<file path="config.mk">
export PLATFORM = sky130hd
export DESIGN_NAME = cdb_scheduler_flat
export DESIGN_NICKNAME = d
export VERILOG_FILES = /design/src/rtl/cdb_scheduler_pkg.sv /design/src/rtl/cdb_scheduler_if.sv /design/src/rtl/cdb_rr_picker.sv /design/src/rtl/cdb_scheduler.sv /design/src/flat_wrapper.sv
export SDC_FILE = /design/constraint.sdc
export NUM_CORES = 1
export LEC_CHECK = 0
export ABC_AREA = 1
export CORE_AREA = 4 4 63 65
export DETAILED_ROUTE_END_ITERATION = 12
export DIE_AREA = 0 0 67 69
export DONT_BUFFER_PORTS = 1
export GPL_TIMING_DRIVEN = 0
export SYNTH_ARGS = -nofsm -noshare
export SYNTH_HDL_FRONTEND = slang
export SYNTH_SLANG_ARGS = --single-unit
export TNS_END_PERCENT = 100
</file>
<file path="constraint.sdc">
create_clock -name clk -period 4.7 [get_ports clk]
set_clock_uncertainty 0.1 [all_clocks]
set_input_delay 0 -clock clk [delete_from_list [all_inputs] [get_ports clk]]
set_output_delay 0 -clock clk [all_outputs]
set_load 0.01 [all_outputs]
</file>
<file path="src/rtl/cdb_scheduler_pkg.sv">
// cdb_scheduler_pkg: shared types and selection helpers for the CDB scheduler
package cdb_scheduler_pkg;
  localparam int MAX_FU = 8;
  function automatic logic rr_pick(input logic [MAX_FU-1:0] mask, input logic [2:0] ptr, input int n, output int idx);
    logic found;
    int j;
    found = 1'b0;
    idx = 0;
    for (int k = MAX_FU - 1; k >= 0; k--) begin
      j = int'(ptr) + k;
      if (j >= n) j = j - n;
      if (k < n && mask[j[2:0]]) begin
        found = 1'b1;
        idx = j;
      end
    end
    return found;
  endfunction
  function automatic logic lowest_set(input logic [MAX_FU-1:0] mask, output int idx);
    logic found;
    found = 1'b0;
    idx = 0;
    for (int k = MAX_FU - 1; k >= 0; k--) begin
      if (mask[k]) begin
        found = 1'b1;
        idx = k;
      end
    end
    return found;
  endfunction
endpackage

</file>
<file path="src/rtl/cdb_scheduler_if.sv">
// cdb_scheduler_if: request/grant bundle between functional units and the CDB scheduler
// master drives fu_status/fu_priority/cdb_stall/flush; slave returns should_dispatch/victim/starve_override
interface cdb_scheduler_if #(parameter int N = 3);
  localparam int W = $clog2(N);
  logic [N-1:0] fu_status;
  logic [N-1:0] fu_priority;
  logic cdb_stall;
  logic flush;
  logic should_dispatch;
  logic [W-1:0] victim;
  logic starve_override;
  modport master (output fu_status, fu_priority, cdb_stall, flush, input should_dispatch, victim, starve_override);
  modport slave (input fu_status, fu_priority, cdb_stall, flush, output should_dispatch, victim, starve_override);
endinterface

</file>
<file path="src/rtl/cdb_rr_picker.sv">
// cdb_rr_picker: combinational circular first-one finder starting at start_i
// mask_i: candidates, start_i: first index searched, found_o: any candidate, index_o: chosen index
module cdb_rr_picker
  import cdb_scheduler_pkg::*;
#(
  parameter int N = 3,
  localparam int W = $clog2(N)
) (
  input  logic [N-1:0] mask_i,
  input  logic [W-1:0] start_i,
  output logic         found_o,
  output logic [W-1:0] index_o
);
  always_comb begin
    int idx;
    idx = 0;
    found_o = rr_pick(MAX_FU'(mask_i), 3'(start_i), N, idx);
    index_o = W'(idx);
  end
endmodule

</file>
<file path="src/rtl/cdb_scheduler.sv">
// cdb_scheduler: picks one finished functional unit per cycle for CDB broadcast
// clk, rst_n (async active-low); bus: slave side of cdb_scheduler_if (requests in, grant out)
module cdb_scheduler
  import cdb_scheduler_pkg::*;
#(
  parameter int FUNCTIONAL_UNIT_COUNT = 3,
  parameter int STARVE_LIMIT = 4
) (
  input  logic clk,
  input  logic rst_n,
  cdb_scheduler_if.slave bus
);
  localparam int N = FUNCTIONAL_UNIT_COUNT;
  localparam int W = $clog2(N);
  localparam int CW = $clog2(STARVE_LIMIT + 1);
  localparam logic [CW-1:0] SAT = CW'(STARVE_LIMIT);
  logic [W-1:0] rr_ptr_q, rr_ptr_d;
  logic [CW-1:0] wait_cnt_q [N];
  logic [CW-1:0] wait_cnt_d [N];
  logic [N-1:0] starved;
  logic go, starve_found, pri_found, all_found;
  logic [W-1:0] starve_idx, pri_idx, all_idx, pick;
  always_comb begin
    int s;
    starved = '0;
    for (int i = 0; i < N; i++) starved[i] = bus.fu_status[i] && wait_cnt_q[i] == SAT;
    s = 0;
    starve_found = lowest_set(MAX_FU'(starved), s);
    starve_idx = W'(s);
  end
  cdb_rr_picker #(.N(N)) u_pri (
    .mask_i  (bus.fu_status & bus.fu_priority),
    .start_i (rr_ptr_q),
    .found_o (pri_found),
    .index_o (pri_idx)
  );
  cdb_rr_picker #(.N(N)) u_all (
    .mask_i  (bus.fu_status),
    .start_i (rr_ptr_q),
    .found_o (all_found),
    .index_o (all_idx)
  );
  // rst_n is part of the grant term so an asserted reset kills a grant mid-cycle
  assign go = |bus.fu_status && !bus.cdb_stall && !bus.flush && rst_n;
  assign pick = starve_found ? starve_idx : pri_found ? pri_idx : all_found ? all_idx : '0;
  assign bus.should_dispatch = go;
  assign bus.victim = go ? pick : '0;
  assign bus.starve_override = go && starve_found;
  // explicit wrap: N need not be a power of two
  assign rr_ptr_d = go ? (pick == W'(N - 1) ? '0 : pick + 1'b1) : rr_ptr_q;
  // counters keep running through cdb_stall so post-stall unfairness stays bounded
  always_comb begin
    for (int i = 0; i < N; i++)
      wait_cnt_d[i] = (bus.flush || !bus.fu_status[i] || (go && pick == W'(i))) ? '0 :
                      wait_cnt_q[i] == SAT ? SAT : wait_cnt_q[i] + 1'b1;
  end
  always_ff @(posedge clk or negedge rst_n) begin
    if (!rst_n) begin
      rr_ptr_q <= '0;
      for (int i = 0; i < N; i++) wait_cnt_q[i] <= '0;
    end else begin
      rr_ptr_q <= rr_ptr_d;
      for (int i = 0; i < N; i++) wait_cnt_q[i] <= wait_cnt_d[i];
    end
  end
endmodule

</file>
<file path="src/flat_wrapper.sv">
// flat-port wrapper written by rule: the top's interface ports become plain ports
module cdb_scheduler_flat import cdb_scheduler_pkg::*;
#(
  parameter int FUNCTIONAL_UNIT_COUNT = 3,
  parameter int STARVE_LIMIT = 4
)
  (clk, rst_n, bus_fu_status, bus_fu_priority, bus_cdb_stall, bus_flush, bus_should_dispatch, bus_victim, bus_starve_override);
  cdb_scheduler_if #(.N((3))) bus_i ();
  input  logic clk;
  input  logic rst_n;
  input wire logic [$bits(bus_i.fu_status)-1:0] bus_fu_status;
  input wire logic [$bits(bus_i.fu_priority)-1:0] bus_fu_priority;
  input wire logic [$bits(bus_i.cdb_stall)-1:0] bus_cdb_stall;
  input wire logic [$bits(bus_i.flush)-1:0] bus_flush;
  output wire logic [$bits(bus_i.should_dispatch)-1:0] bus_should_dispatch;
  output wire logic [$bits(bus_i.victim)-1:0] bus_victim;
  output wire logic [$bits(bus_i.starve_override)-1:0] bus_starve_override;
  assign bus_i.fu_status = bus_fu_status;
  assign bus_i.fu_priority = bus_fu_priority;
  assign bus_i.cdb_stall = bus_cdb_stall;
  assign bus_i.flush = bus_flush;
  assign bus_should_dispatch = bus_i.should_dispatch;
  assign bus_victim = bus_i.victim;
  assign bus_starve_override = bus_i.starve_override;
  cdb_scheduler #(.FUNCTIONAL_UNIT_COUNT(FUNCTIONAL_UNIT_COUNT), .STARVE_LIMIT(STARVE_LIMIT)) u_core (.clk(clk), .rst_n(rst_n), .bus(bus_i));
endmodule
</file>
==> summary.md, run 1 <==
| Metric | Value |
|---|---|
| Max-cap violations | `0` |
| Leading cell types in the layout, fill and taps excluded | `42 x nand2_1, 29 x inv_1, 23 x nor2_1` |
| Achievable Freq | `434 MHz` |
| Cell variety after synth | `25` |
| GRT Util Overall | `11.0%` |
| CP Max Fanout | `8` |
| Critical path startpoint category | `flip-flop` |
| Root buffer cell | `clkbuf_4` |
| Slew headroom | `~66%` |
| Largest net degree at the start of global routing | `12` |
| WL met2 | `1040 um` |
| Final Hold Fails | `0` |
| Nets@finish | `201` |
| Critical path arrival | `2.21 ns` |
| Detail Route Antenna Nets | `0` |
| Clk_lat worst skew | `0.27 ns` |
| Overall Power | `576 uW` |
| Pleak | `0.682 nW` |
| Status | `complete, no violations` |
| Final Cell Area | `0.00124 mm2` |
| Critical path type | `reg -> out` |
| Crit path from | `u_core.rr_ptr_q[0]$_DFFE_PN0P_` |
| First drt pass iteration count | `4` |
| Die width | `roughly 67 um` |
| Synth-to-layout area growth | `12.1%` |
| Total core area | `0.00334 mm2` |
| H-Tree Depth | `1` |
| DRT iter0 DRCs | `15` |
| I/O pins | `14` |
| Setup TNS | `0 ns` |
| Final Util | `a little under two fifths` |
| Final HPWL DP | `1840 um` |
| Vias in the first global route | `950` |
| Pwr per Cell Area | `around 460 mW/mm2` |
| Layout cells sized above 1 | `between 10% and 20%` |
| Total number of vias | `1012` |
| Die H | `69 um` |
| Number of CTS-inserted buffers | `3` |
| Minimum clock period | `2.31 ns` |
| Reg2reg start | `u_core.rr_ptr_q[0]$_DFFE_PN0P_` |
| Antenna violations before repair | `0` |
| Die ar. | `between 0.004 and 0.005 mm2` |
| Via density | `4.50` |
| Worst Path Required | `4.60 ns` |
| RSZ-0062 raised after global routing | `no` |
| DR top layer | `met4` |
| Sink Count | `11` |
| Post-Syn Instances | `170` |
| Asr flop ratio synth | `100%` |
| FILL cells | `around 370` |
| Initial Util | `33.1%` |
| Sequential area share after synthesis | `24.9%` |
| Commonest non-fill, non-tap cell in the layout | `nand2_1` |
| Crit end category | `output port` |
| Worst Tran Pin Value | `0.502 ns` |
| Post-synth EDFFs | `0` |
| CTS clk-pin slew, worst paths | `0.07 ns` |
| CTS tree | `done` |
| Congestion Overflow GR | `0` |
| Routed wire length | `2320 um` |
| Mapped Area | `about 0.0011 mm2` |
| Yosys reg bits | `11` |
| GP Congestion | `0.841` |
| Syn Area/Cell | `6.51 um2` |
| Wirelength per Cell | `a little over 10 um` |
| Synth Warn # | `0` |
| Fin. max-slew vios | `0` |
| Routed wl met3 | `85 um` |
| First-pass GRT wire length | `between 4000 and 5000 um` |
| Area after DPL | `0.00116 mm2` |
| Worst hold path type | `in -> async` |
| Maximum vdd ir drop | `0.220 mV` |
| Post-route clock period utilization | `between 40% and 50%` |
| Clk buf depth | `2` |
| M1 WL | `1190 um` |
| Net count after synthesis | `191` |
| Diode count | `0` |
| Final Hold Slack | `0.0295 ns` |
| Port bufs | `0` |
| Setup-failing EPs final | `0` |
| DRC Markers | `0` |
| Num rows | `21` |
| Commonest register cell after synthesis | `dfrtp_1` |
[kinds of logic (layout without fill, tap and decap cells)]
| logic type | Yosys count | in the layout | synth area share (%) |
|---|---|---|---|
| buffers and inverters | 35 | 44 | 12.8 |
| adder cells (fa/ha/maj) | 11 | 11 | 12.4 |
| AND/OR/NAND/NOR | 100 | 100 | 42.1 |
| flip-flops | 11 | 11 | 24.9 |
| AO/OA/AOI/OAI | 13 | 13 | 7.81 |
[report_power, final]
| group | switching [mW] | total, mW | internal (mW) |
|---|---|---|---|
| Clock | 0.0325 | 0.0654 | 0.0329 |
| Combinational | 0.255 | 0.394 | 0.139 |
| Sequential | 0.0102 | 0.116 | 0.106 |
| Total | 0.297 | 0.576 | 0.278 |
[registers in the layout, indices dropped and copies added, names as in the netlist]
| signal | cells |
|---|---|
| u_core.wait_cnt_q | 9 |
| u_core.rr_ptr_q | 2 |
[synth_stat cells (all sizes together) (3+ instances only)]
library cell	instances	share of area (%)
nand2	45	16
buf	3	1.8
nor2	25	8.9
dfrtp	11	25
nand4	5	2.8
inv	31	11
ha	11	12
nand3b	3	2.0
o21ai	7	3.5
nand3	21	12
[metal layers]
| layer | GRT usage [%] | vias to the layer above |
|---|---|---|
| li1 | - | 553 |
| met1 | 15.1 | 445 |
| met2 | 17.1 | 12 |
| met3 | 3.25 | 2 |
| met4 | 2.03 | 0 |
| met5 | 0 | - |
[timing repair]
item	CTS	global route
endpoints found under the hold margin	20	0
hold buffers	5	0
buffers inserted	0	0
gates resized for setup	0	0
[worst max-delay path, cell delays in order (launching register included)]
cell     delay, ns
dfrtp_1       0.41
inv_1         0.11
ha_1          0.33
ha_1          0.20
inv_1         0.10
nand3_2       0.11
nand2_1       0.07
nor2_2        0.10
nand3_1       0.10
nand3_1       0.10
nand2_1       0.09
nor2_1        0.23
[final cells by class]
cell class | count | area [um2] | share of cell area [%]
buffer | 3 | 20.0 | 1.61
clock buffer | 4 | 26.3 | 2.12
sequential | 11 | 275 | 22.2
timing repair buffer | 5 | 50.0 | 4.04
inverter | 32 | 121 | 9.79
multi-input combinational | 124 | 689 | 55.6
tap | 46 | 57.6 | 4.64
[metrics by stage]
step	setup WS, ns	std cells
final	2.39	225
after global routing	2.17	225
after CTS	2.36	225
after detailed placement	2.45	216
after global placement	2.46	216
after floorplan	2.70	170
[worst paths after layout]
kind / end / slack [ns] / depth (start not counted)
setup / recovery: bus_victim[1] / 2.39 / 11
hold / removal: u_core.wait_cnt_q[5]$_DFF_PN0_ / 0.03 / 1
setup reg to reg: u_core.wait_cnt_q[3]$_DFF_PN0_ / 2.43 / 15
hold reg to reg: u_core.wait_cnt_q[3]$_DFF_PN0_ / 0.44 / 3
max in group asynchronous: u_core.rr_ptr_q[1]$_DFFE_PN0P_ / 4.13 / 1
min in group clk: u_core.rr_ptr_q[0]$_DFFE_PN0P_ / 0.10 / 3
(Power assumes the default switching activity.)
==> inputs of run 2 (changes only) <==
--- a/config.mk
+++ b/config.mk
@@ -5,10 +5,10 @@
 export SDC_FILE = /design/constraint.sdc
 export NUM_CORES = 1
 export LEC_CHECK = 0
-export ABC_AREA = 1
-export CORE_AREA = 4 4 63 65
+export ABC_AREA = 0
+export CORE_AREA = 4 4 64 66
 export DETAILED_ROUTE_END_ITERATION = 12
-export DIE_AREA = 0 0 67 69
+export DIE_AREA = 0 0 68 70
 export DONT_BUFFER_PORTS = 1
 export GPL_TIMING_DRIVEN = 0
 export SYNTH_ARGS = -nofsm -noshare
==> constraint.sdc (replaced) <==
create_clock -name clk -period 1.9 [get_ports clk]
set_clock_uncertainty 0.1 [all_clocks]
set_input_delay 0 -clock clk [delete_from_list [all_inputs] [get_ports clk]]
set_output_delay 0 -clock clk [all_outputs]
set_load 0.01 [all_outputs]
==> run 2 against run 1 <==
The run now ends with setup timing left. Synthesized area grew 6.1%. Clock-buffer cell count did not move. Clock power rose by 150%. Cell count decreased by 8.9%. Core utilization is 8.2 points higher. Total power grew to 3.3 times the previous value. Sequential power increased to 2.5 times the previous value. Non-clock buffer count grew 18. Global-route usage is 3.4 points higher. Via count up 15%. Die area increased by 3.0%.
==> summary.md, run 2 <==
| Metric | Value |
|---|---|
| Status | `complete, but fails checks` |
| Failing checks | `setup timing` |
| FILL cells | `349` |
| Critical path type | `reg -> reg` |
| Pwr per Cell Area | `1160 mW/mm2` |
| Post-Synth Adder-Cell Area | `11.7%` |
| Asr flop ratio synth | `100%` |
| Vias in the first global route | `1201` |
| Die ar. | `0.00476 mm2` |
| Root buffer cell | `clkbuf_4` |
| Initial Util | `32.8%` |
| Clk buf depth | `2` |
| Port bufs | `0` |
| Worst Tran Pin Value | `0.493 ns` |
| Reg2reg start | `u_core.rr_ptr_q[1]$_DFFE_PN0P_` |
| Post-synthesis compound-gate area fraction | `between 20 and 30%` |
| CP bufs+invs | `0` |
| Area after DPL | `around 0.0013 mm2` |
| DRT iter0 DRCs | `between 80 and 90` |
| Max-cap violations | `0` |
| RR Endpoint | `u_core.wait_cnt_q[7]$_DFF_PN0_` |
| Worst Path Required | `1.95 ns` |
| GRT Util Overall | `14.4%` |
| Area of the multi-input gates | `996 um2` |
| Largest net degree at the start of global routing | `12` |
| Synth-to-layout area growth | `38.2%` |
| Maximum vdd ir drop | `approximately 0.55 mV` |
| Mapped Area | `roughly 0.0012 mm2` |
| Post-route insts no fill | `205` |
| First-pass GRT wire length | `5380 um` |
| CP peak stage delay | `0.45 ns` |
| Die H | `approximately 70 um` |
| Setup-failing EPs final | `13` |
| Placed Cells | `182` |
| Minimum clock period | `2.56 ns` |
| Die width | `approximately 68 um` |
| Post-Syn Instances | `134` |
| Number of CTS-inserted buffers | `3` |
| Final Hold Fails | `0` |
| Congestion Overflow GR | `0` |
| Sink Count | `11` |
| Detail Route Antenna Nets | `0` |
| Commonest register cell after synthesis | `dfrtp_1` |
| GP Congestion | `0.908` |
| Synth top area cells | `dfrtp_1 23%, ha_1 12%, mux2i_1 5.1%` |
| Synth Warn # | `0` |
| Slew headroom | `67.0%` |
| Worst slack at placement | `-0.732 ns` |
| Synth top area share | `a little under a quarter` |
| Leading cell types in the layout, fill and taps excluded | `14 x buf_4, 13 x inv_1, 10 x dfrtp_1` |
| Count leader, synth | `inv_1` |
| R2R Setup Slk | `-0.66 ns` |
| Post-synth EDFFs | `0` |
| DRC Markers | `0` |
| Largest family of logic cells by synthesized area | `simple AND/OR/NAND/NOR gates` |
| Final Cell Area | `0.00162 mm2` |
| Setup ws final | `-0.660 ns` |
| Mux contribution to synthesized area | `5.12%` |
| RSZ-0062 raised after global routing | `yes` |
| Biggest register | `u_core.wait_cnt_q` |
| Antenna violations before repair | `0` |
| Layout cells sized above 1 | `roughly two fifths` |
| R2R depth | `8` |
| Commonest non-fill, non-tap cell in the layout | `buf_4` |
| I/O pins | `14` |
| Crit end category | `flip-flop` |
| Total number of vias | `1159` |
| Post-route clock period utilization | `135%` |
| Final HPWL DP | `2170 um` |
| Wirelength per Cell | `16.2 um` |
| Simple-Gate Fraction of Synth Area | `approximately a quarter` |
| Overall Power | `1.88 mW` |
| Via density | `about 5.7` |
| Yosys reg bits | `11` |
| Cell breakdown of the critical path | `ha_4 -> ha_4 -> or3b_1 -> a311oi_2 -> o31ai_2 -> a22o_4 -> nor4_4 -> nor3b_2` |
| CTS tree | `done` |
| Routed wire length | `3330 um` |
| FF+latch area | `277 um2` |
| Syn Area/Cell | `8.76 um2` |
| Worst hold path type | `in -> async` |
| Clk_lat worst skew | `0.28 ns` |
| Total core area | `0.00358 mm2` |
| Post-Synth XOR/XNOR Area | `0%` |
| Nets@finish | `179` |
| CP top delay family | `simple AND/OR/NAND/NOR gates` |
| Most frequent CP cell | `ha_4` |
| Fin. max-slew vios | `0` |
| Final Hold Slack | `around 0.020 ns` |
| First drt pass iteration count | `4` |
| CTS clk-pin slew, worst paths | `0.07 ns` |
| Diode count | `0` |
| H-Tree Depth | `1` |
| Sequential area share after synthesis | `23.5%` |
| Max reg flops | `9` |
| Critical path startpoint category | `flip-flop` |
| Synth area leader | `dfrtp_1` |
| Pleak | `about 0.64 nW` |
| Net count after synthesis | `155` |
| Critical path arrival | `around 2.6 ns` |
| Largest regs | `u_core.wait_cnt_q: 9 flops, u_core.rr_ptr_q: 2 flops` |
| Num rows | `22` |
| Synth top cells by count | `14 x inv_1, 11 x dfrtp_1, 11 x ha_1, 10 x nand2_1` |
| CP Max Fanout | `6` |
| Achievable Freq | `391 MHz` |
| Critical Path Slowest Stage Cell | `dfrtp_2` |
| Cell variety after synth | `48` |
[run 2: how the worst max path moves through the flow]
stage / from / to / slack (ns) / cells past startpoint
6_report: u_core.rr_ptr_q[1]$_DFFE_PN0P_ / u_core.wait_cnt_q[7]$_DFF_PN0_ / -0.66 / 8
5_1_grt: u_core.rr_ptr_q[0]$_DFFE_PN0P_ / u_core.wait_cnt_q[7]$_DFF_PN0_ / -0.73 / 10
4_1_cts: u_core.rr_ptr_q[1]$_DFFE_PN0P_ / bus_victim[0] / -0.64 / 8
3_5_place_dp: u_core.rr_ptr_q[1]$_DFFE_PN0P_ / u_core.wait_cnt_q[8]$_DFF_PN0_ / -0.73 / 10
3_3_place_gp: u_core.rr_ptr_q[1]$_DFFE_PN0P_ / u_core.wait_cnt_q[8]$_DFF_PN0_ / -0.69 / 10
2_1_floorplan: u_core.rr_ptr_q[1]$_DFFE_PN0P_ / u_core.wait_cnt_q[3]$_DFF_PN0_ / -0.41 / 8
[run 2: per-stage QoR]
step	utilization [%]	TNS [ns]
after floorplan	-	-4.33
after global routing	45.3	-8.75
after CTS	42.5	-7.31
after detailed placement	35.9	-7.79
final	45.3	-7.82
after global placement	35.9	-7.30
[run 2: area by class of cell]
cell class | instances | share of cell area (%)
sequential | 11 | 17.1
timing repair buffer | 20 | 10.6
inverter | 14 | 3.24
multi-input combinational | 102 | 61.4
tap | 48 | 3.70
clock buffer | 4 | 1.62
buffer | 6 | 2.39
[run 2: cells by family (layout without fill, tap and decap cells)]
kind of cell | Yosys count | in the layout
mux | 6 | 6
compound gates | 35 | 35
simple gates | 50 | 50
buf+inv | 21 | 44
fa+ha+maj | 11 | 11
flops | 11 | 11
[run 2: report_power, final]
part	leakage, nW	total, mW	internal (mW)	switching [mW]
clock network	0.0150	0.163	0.0816	0.0814
logic	0.481	1.42	0.740	0.684
registers	0.145	0.292	0.261	0.0309
[run 2: metal layers]
metal / vias up / GRT usage, % / part of all wire [%]
met5: - / 0 / 0
met4: 0 / 6.84 / 2.5
met3: 9 / 4.34 / 6.8
met2: 40 / 23.6 / 51
met1: 560 / 16.5 / 40
li1: 550 / - / -
[run 2: timing repair]
action,4_1_cts,5_1_grt
hold buffers,4,0
setup endpoints to repair,13,14
resized for setup,15,15
pin swaps,11,5
endpoints found under the hold margin,20,0
buffers inserted,14,3
